==> config.mk <==
export PLATFORM = sky130hd
export DESIGN_NAME = pc_sequencer
export DESIGN_NICKNAME = d
export VERILOG_FILES = /design/src/rtl/pc_pkg.sv /design/src/rtl/pc_next_calc.sv /design/src/rtl/pc_sequencer.sv
export SDC_FILE = /design/constraint.sdc
export NUM_CORES = 1
export LEC_CHECK = 0
export CORE_MARGIN = 3
export CORE_UTILIZATION = 40
export CTS_BUF_LIST = sky130_fd_sc_hd__clkbuf_8 sky130_fd_sc_hd__clkbuf_16
export CTS_CLUSTER_SIZE = 40
export DETAILED_ROUTE_END_ITERATION = 8
export GPL_TIMING_DRIVEN = 1
export HOLD_SLACK_MARGIN = 0.05
export PLACE_DENSITY = 0.78
export SETUP_SLACK_MARGIN = 0.3
export SYNTH_ARGS = -nofsm -noshare
export SYNTH_HDL_FRONTEND = slang
export SYNTH_SLANG_ARGS = --single-unit
==> constraint.sdc <==
create_clock -name clk -period 3.3 [get_ports clk]
set_input_delay 0.825 -clock clk [delete_from_list [all_inputs] [get_ports clk]]
set_output_delay 0.825 -clock clk [all_outputs]
set_load 0.02 [all_outputs]
==> src/rtl/pc_pkg.sv <==
// ----------------------------------------------------------------------------
// pc_pkg
// Shared constants for the program-counter sequencer slice:
//   - next-PC source select encodings driven by the PC control logic
//   - sequencer FSM state encodings
//   - helper that forms a J-format jump target
// ----------------------------------------------------------------------------
package pc_pkg;

   // Next-PC source select encodings
   localparam logic [2:0] SRC_PC4       = 3'b000;
   localparam logic [2:0] SRC_BEQ_TAKEN = 3'b001;
   localparam logic [2:0] SRC_JUMP      = 3'b010;
   localparam logic [2:0] SRC_JR        = 3'b011;
   localparam logic [2:0] SRC_JAL       = 3'b100;

   // Sequencer FSM states
   localparam logic [1:0] S_FETCH = 2'b00;
   localparam logic [1:0] S_EXEC  = 2'b01;
   localparam logic [1:0] S_HALT  = 2'b10;

   // J-format target: upper nibble of pc+4, 26-bit index, word aligned
   function automatic logic [31:0] jump_target(input logic [31:0] pc_plus4,
                                               input logic [25:0] index);
      jump_target = {pc_plus4[31:28], index, 2'b00};
   endfunction

endpackage

==> src/rtl/pc_next_calc.sv <==
// ----------------------------------------------------------------------------
// pc_next_calc
// Purely combinational next-PC target selection.
// Ports:
//   pc                in  32  current program counter
//   source            in   3  next-PC select (see pc_pkg SRC_*)
//   branch_offset     in  32  sign-extended word offset, not yet shifted
//   jump_index        in  26  J-format target field
//   jr_target         in  32  register value for JR
//   target            out 32  selected next-PC (low bits untouched)
//   misaligned_target out  1  target[1:0] != 0
// ----------------------------------------------------------------------------
module pc_next_calc
   import pc_pkg::*;
(
   input  logic [31:0] pc,
   input  logic [2:0]  source,
   input  logic [31:0] branch_offset,
   input  logic [25:0] jump_index,
   input  logic [31:0] jr_target,
   output logic [31:0] target,
   output logic        misaligned_target
);

   logic [31:0] pc_plus4_s;
   logic [31:0] target_s;

   assign pc_plus4_s = pc + 32'd4;

   // Select the next-PC; unused encodings fall back to sequential flow
   always_comb begin
      target_s = pc_plus4_s;
      case (source)
         SRC_PC4:       target_s = pc_plus4_s;
         SRC_BEQ_TAKEN: target_s = pc_plus4_s + {branch_offset[29:0], 2'b00};
         SRC_JUMP:      target_s = jump_target(pc_plus4_s, jump_index);
         SRC_JR:        target_s = jr_target;
         SRC_JAL:       target_s = jump_target(pc_plus4_s, jump_index);
         default:       target_s = pc_plus4_s;
      endcase
   end

   assign target            = target_s;
   assign misaligned_target = (target_s[1:0] != 2'b00);

endmodule

==> src/rtl/pc_sequencer.sv <==
// ----------------------------------------------------------------------------
// pc_sequencer
// Owns the program counter, fetches each instruction over a req/ready
// handshake, holds it for the datapath and, when the datapath finishes,
// applies the selected next-PC and emits the JAL link write.
// Parameters:
//   RESET_PC     PC value loaded on reset
//   ALIGN_CHECK  1: trap (halt) on unaligned targets; 0: force low bits to 00
// Ports:
//   clk, reset                 clock, synchronous active-high reset
//   source, source_valid       next-PC select and "instruction done" strobe
//   branch_offset, jump_index,
//   jr_target                  target operands
//   imem_req, imem_addr        fetch request and address (addr == pc)
//   imem_ready, imem_rdata     fetch response
//   instr, instr_valid         held instruction for the datapath
//   pc, pc_plus4               current PC and pc+4 (combinational)
//   link_we, link_data         one-cycle $ra write for JAL
//   misaligned                 sticky alignment trap flag
// ----------------------------------------------------------------------------
module pc_sequencer
   import pc_pkg::*;
#(
   parameter logic [31:0] RESET_PC    = 32'h0000_0000,
   parameter logic        ALIGN_CHECK = 1'b1
)
(
   input  logic        clk,
   input  logic        reset,
   input  logic [2:0]  source,
   input  logic        source_valid,
   input  logic [31:0] branch_offset,
   input  logic [25:0] jump_index,
   input  logic [31:0] jr_target,
   output logic        imem_req,
   output logic [31:0] imem_addr,
   input  logic        imem_ready,
   input  logic [31:0] imem_rdata,
   output logic [31:0] instr,
   output logic        instr_valid,
   output logic [31:0] pc,
   output logic [31:0] pc_plus4,
   output logic        link_we,
   output logic [31:0] link_data,
   output logic        misaligned
);

   logic [1:0]  state_r;
   logic [31:0] pc_r;
   logic [31:0] instr_r;
   logic        instr_valid_r;
   logic        imem_req_r;
   logic        link_we_r;
   logic [31:0] link_data_r;
   logic        misaligned_r;

   logic [31:0] raw_target_s;
   logic        raw_misaligned_s;
   logic [31:0] next_pc_s;
   logic        trap_s;

   pc_next_calc u_next_calc (
      .pc                (pc_r),
      .source            (source),
      .branch_offset     (branch_offset),
      .jump_index        (jump_index),
      .jr_target         (jr_target),
      .target            (raw_target_s),
      .misaligned_target (raw_misaligned_s)
   );

   // Apply the alignment policy to the raw target
   always_comb begin
      next_pc_s = raw_target_s;
      trap_s    = 1'b0;
      if (ALIGN_CHECK == 1'b1) begin
         next_pc_s = raw_target_s;
         trap_s    = raw_misaligned_s;
      end else begin
         next_pc_s = {raw_target_s[31:2], 2'b00};
         trap_s    = 1'b0;
      end
   end

   // Sequencer FSM and all registered outputs
   always_ff @(posedge clk) begin
      if (reset) begin
         state_r       <= S_FETCH;
         pc_r          <= RESET_PC;
         instr_r       <= 32'h0000_0000;
         instr_valid_r <= 1'b0;
         imem_req_r    <= 1'b0;
         link_we_r     <= 1'b0;
         link_data_r   <= 32'h0000_0000;
         misaligned_r  <= 1'b0;
      end else begin
         // link strobe is single-cycle unless re-armed below
         link_we_r <= 1'b0;
         case (state_r)
            S_FETCH: begin
               // a response only counts once the request is actually out
               if (imem_req_r && imem_ready) begin
                  instr_r       <= imem_rdata;
                  instr_valid_r <= 1'b1;
                  imem_req_r    <= 1'b0;
                  state_r       <= S_EXEC;
               end else begin
                  imem_req_r    <= 1'b1;
               end
            end
            S_EXEC: begin
               if (source_valid) begin
                  if (trap_s) begin
                     misaligned_r  <= 1'b1;
                     instr_valid_r <= 1'b0;
                     imem_req_r    <= 1'b0;
                     state_r       <= S_HALT;
                  end else begin
                     pc_r          <= next_pc_s;
                     instr_valid_r <= 1'b0;
                     imem_req_r    <= 1'b1;
                     state_r       <= S_FETCH;
                     if (source == SRC_JAL) begin
                        link_we_r   <= 1'b1;
                        link_data_r <= pc_plus4;
                     end else begin
                        link_data_r <= link_data_r;
                     end
                  end
               end else begin
                  state_r <= S_EXEC;
               end
            end
            S_HALT: begin
               instr_valid_r <= 1'b0;
               imem_req_r    <= 1'b0;
               state_r       <= S_HALT;
            end
            default: begin
               // corrupted state: stop issuing fetches until reset
               instr_valid_r <= 1'b0;
               imem_req_r    <= 1'b0;
               state_r       <= S_HALT;
            end
         endcase
      end
   end

   assign pc_plus4    = pc_r + 32'd4;
   assign pc          = pc_r;
   assign imem_addr   = pc_r;
   assign imem_req    = imem_req_r;
   assign instr       = instr_r;
   assign instr_valid = instr_valid_r;
   assign link_we     = link_we_r;
   assign link_data   = link_data_r;
   assign misaligned  = misaligned_r;

endmodule

==> impl_table.tex <==
\begin{tabular}{lr}
\hline
Metric & Value \\
\hline
\multicolumn{2}{l}{\textbf{Detailed routing}} \\
Overall routed net length & 32700 um \\
Routed length per placed instance & slightly above 20 um \\
ANT nets after route & 0 \\
Detailed-route DRC error count & 0 \\
Number of detailed-routing iterations run before antenna repair & 5 \\
Starting DRC count in detailed routing & 889 \\
Vias & slightly above 9000 \\
Via count normalized by instance count & between 5 and 6 \\
\multicolumn{2}{l}{\textbf{GRT}} \\
Tot GR Track Use & 30.6\% \\
Congestion Overflow GR & 0 \\
Maximum number of pins on one net before global-route repair & 56 \\
Wire length of the first global-routing pass & 48100 um \\
Number of antenna violations at the first check in global routing & 0 \\
Via count of the first global-routing pass & 8929 \\
\multicolumn{2}{l}{\textbf{CTS}} \\
Total CTS buffers & 9 \\
Maximum level of the CTS H-tree & 3 \\
Worst-case clock buffer depth & 2 \\
Clock network latency to the later pin of the worst-skew pair & between 0.3 and 0.4 ns \\
Clk slew on worst S/H paths & 0.08 ns \\
Clock root buffer master & clkbuf\_16 \\
TritonCTS clock tree & yes \\
Clk sinks & 102 \\
\multicolumn{2}{l}{\textbf{Die}} \\
Area of the die & slightly below 20000 um\^{}2 \\
Num rows & between 40 and 50 \\
Floorplan die width & 140 um \\
Number of primary I/O pins & 293 \\
Height of the die & approximately 140 um \\
Initial Util & 41.2\% \\
Area of the core region & around 17000 um\^{}2 \\
\multicolumn{2}{l}{\textbf{Power and ir drop}} \\
Power density cells & 271 nW/um\^{}2 \\
Lkg Pwr & 0.00533 uW \\
Worst supply voltage drop on vdd & 0.000218 V \\
\multicolumn{2}{l}{\textbf{Run}} \\
Number of maximum-capacitance constraint violations & 0 \\
\multicolumn{2}{l}{\textbf{Synth}} \\
Number of flops mapped to enable cells by yosys & 0 \\
Instance count of the mapped netlist & 957 \\
Avg Cell Area, Syn & 7.52 um\^{}2 \\
Async S/R FF share, synth & 0\% \\
Count of synthesis-stage warnings from yosys & 0 \\
Combined area of all synthesized cells & 7200 um\^{}2 \\
Flops \& latches, synth & 102 \\
Count of different cell masters after synthesis & between 70 and 80 \\
Main synth FF type & dfxtp\_1 \\
Synth Net Count & 1121 \\
Sequential element share of the synthesized area & 28.4\% \\
\multicolumn{2}{l}{\textbf{Worst setup path}} \\
Setup slack of the worst register-to-register path & -0.09 ns \\
Worst R2R End & imem\_addr[21] \\
Sort of element at the start of the critical path & flip-flop \\
Critical path type & reg2reg \\
RR Startpoint & imem\_addr[6] \\
Top fanout value on the critical path & 6 \\
Setup crit end kind & flip-flop \\
Worst Reg-to-Reg Cells & 14 \\
WP data arrival & about 3.7 ns \\
Required @ worst endpoint & around 3.6 ns \\
\multicolumn{2}{l}{\textbf{STA}} \\
Largest clock skew in the final design & 0.00840 ns \\
Worst-Margin Slew & 1.09 ns \\
Timing-limited maximum frequency & $\sim$290 MHz \\
Total count of hold-check failures in the final report & 0 \\
Ratio of final minimum period to clock period & 103\% \\
Worst-case headroom to the max-slew limit & 27.4\% \\
Final count of negative-setup-slack endpoints & 7 \\
Slew Limit Fails & 0 \\
Total negative slack & -0.303 ns \\
Final worst path period need & 3.39 ns \\
Post-route worst setup slack & -0.0940 ns \\
RSZ-0062 raised after global routing & yes \\
\multicolumn{2}{l}{\textbf{Hold path}} \\
Worst min-delay path class & reg2reg \\
Worst min-delay path startpoint & link\_data[26] \\
Hold EP & link\_data[26] \\
Number of cells on the worst hold path & 2 \\
\multicolumn{2}{l}{\textbf{Status}} \\
Failing checks & setup timing \\
Result of the run & complete, but fails checks \\
\multicolumn{2}{l}{\textbf{Finish}} \\
Area occupied by multi-input gates & 5810 um\^{}2 \\
Number of nets at the end of the flow & 1536 \\
Post-layout util & between 70 and 80\% \\
Growth of design area from synthesis to finish & 82.4\% \\
Fillers & 1259 \\
Proportion of layout cells with a drive suffix above 1 & a little under a third \\
Sequential cell area & 2090 um\^{}2 \\
Final std cells w/o fill & $\sim$1600 \\
Diode count & 0 \\
\multicolumn{2}{l}{\textbf{Place}} \\
Final weighted congestion in routability-driven placement & 0.982 \\
Count of buffers inserted at the top-level ports & 290 \\
DP Cell Count & 1517 \\
Pre-CTS WS & -0.523 ns \\
Sum of net half-perimeters after detailed placement & $\sim$22000 um \\
\hline
\end{tabular}
-- critical path, cell delays in order (launching register included) --
cell and delay (ns):
dfxtp_4 0.37, nand4_4 0.15, nor4_4 0.31, buf_6 0.17, buf_6 0.10, nand4_1 0.17
xnor2_2 0.23, ha_1 0.29, a21oi_2 0.16, or3b_4 0.41, a21oi_4 0.20, mux2_4 0.19
o21ai_2 0.04, a311o_1 0.29, a32o_1 0.21
-- registers in the layout, summed over array words and instances (netlist names) --
| register | flops |
|---|---|
| misaligned | 1 |
| instr_valid | 1 |
| link_we | 1 |
| imem_addr | 32 |
| imem_req | 1 |
| state_r | 2 |
| link_data | 32 |
| instr | 32 |
-- layout by cell type (no fill, tap or decap), drive strengths merged, types with 13 or more instances in the layout --
cell type      synthesis  layout
clkdlybuf4s50          0     261
buf                   46     225
nand2                133     133
nor2                 119     119
dfxtp                102     102
a21oi                100     100
o21ai                 51      51
nor3                  38      38
ha                    34      34
xnor2                 29      29
inv                   20      24
xor2                  20      20
a211oi                17      17
a221oi                16      16
nand3                 16      16
nand2b                13      13
mux2i                 13      13
-- logic make-up (layout without fill, tap and decap cells) --
| group | count (synthesis) | after routing | share of synthesized area [%] |
|---|---|---|---|
| simple gates | 370 | 370 | 23.8 |
| buf+inv | 112 | 532 | 8.45 |
| xor+xnor | 49 | 49 | 6.33 |
| flops | 102 | 102 | 28.4 |
| compound gates | 272 | 272 | 24.3 |
| fa+ha+maj | 35 | 35 | 6.19 |
| mux | 17 | 17 | 2.59 |
-- how the worst max path moves through the flow --
stage | slack (ns) | to | start
final | -0.09 | imem_addr[21] | imem_addr[6]
after global routing | -0.20 | imem_addr[21] | imem_addr[6]
after CTS | 0.04 | imem_addr[21] | imem_addr[2]
after detailed placement | -0.52 | imem_addr[30] | branch_offset[0]
after global placement | -0.44 | imem_addr[30] | branch_offset[0]
after floorplan | -0.15 | imem_addr[21] | imem_addr[2]
-- layout make-up --
class                           count  share of cell area, %
Tap cell                          225                   2.14
Sequential cell                   102                   15.9
Inverter                           20                  0.572
Multi-Input combinational cell    743                   44.2
Clock inverter                      7                  0.505
Clock buffer                        9                   1.72
Timing Repair Buffer              496                   34.9
-- what timing repair did --
item	CTS	global route
cloned	0	0
buffers inserted	41	28
hold buffers	0	0
resized for setup	206	107
setup endpoints to repair	44	46
pin swaps	63	51
-- cell usage after synthesis, drive strengths merged, types with 2 or more instances --
| cell type | instances | area [um^2] |
|---|---|---|
| nor3 | 38 | 195 |
| a2111oi | 2 | 17.5 |
| xor2 | 20 | 175 |
| nor2 | 119 | 447 |
| o21a | 4 | 30.0 |
| mux2i | 13 | 130 |
| a21oi | 100 | 508 |
| clkbuf | 46 | 194 |
| mux2 | 3 | 33.8 |
| o21ai | 51 | 267 |
| dfxtp | 102 | 2040 |
| o22ai | 9 | 56.3 |
| and2 | 2 | 13.8 |
| or3b | 2 | 17.5 |
| a41oi | 2 | 17.5 |
| o221ai | 10 | 87.6 |
| a211oi | 17 | 128 |
| a21boi | 8 | 60.1 |
| and3 | 10 | 66.3 |
| a221oi | 16 | 146 |
| or2 | 4 | 25.0 |
| nor2b | 11 | 68.8 |
| a221o | 2 | 20.0 |
| inv | 20 | 75.1 |
| nor4 | 5 | 67.6 |
| o221a | 5 | 56.3 |
| a21o | 7 | 52.6 |
| o31ai | 2 | 15.0 |
| nand2b | 13 | 81.3 |
| o41ai | 4 | 35.0 |
| a31oi | 11 | 68.8 |
| nand2 | 133 | 502 |
| nand4 | 6 | 52.6 |
| o211ai | 6 | 45.0 |
| buf | 46 | 339 |
| ha | 34 | 425 |
| o32ai | 3 | 26.3 |
| or3 | 6 | 37.5 |
| o21bai | 5 | 37.5 |
| xnor2 | 29 | 280 |
| nor3b | 2 | 15.0 |
| nand3 | 16 | 97.6 |
-- routing by layer --
metal | global-route usage (%) | up-vias | routed length [um]
met5 | 0 | - | 0
met4 | 15.7 | 0 | 1710
met3 | 4.88 | 136 | 2520
met2 | 53.2 | 542 | 16200
met1 | 36.4 | 4253 | 12300
li1 | - | 4204 | -
-- per-stage QoR --
step / hold slack, ns / instance area, um^2 / power [uW]
4_1_cts: 0.456 / 12400 / 3460
5_1_grt: 0.472 / 13100 / 3690
3_5_place_dp: 0.445 / 11300 / 2320
2_1_floorplan: 0.534 / 7540 / 1830
6_report: 0.456 / 13100 / 3560
3_3_place_gp: 0.441 / 11300 / 2310
-- where the power goes --
group	switching, uW	total [uW]	internal (uW)
Sequential	33.9	1300	1260
Combinational	598	1180	584
Clock	552	1080	532
Total	1180	3560	2380
Power figures use the tool's default switching activity.
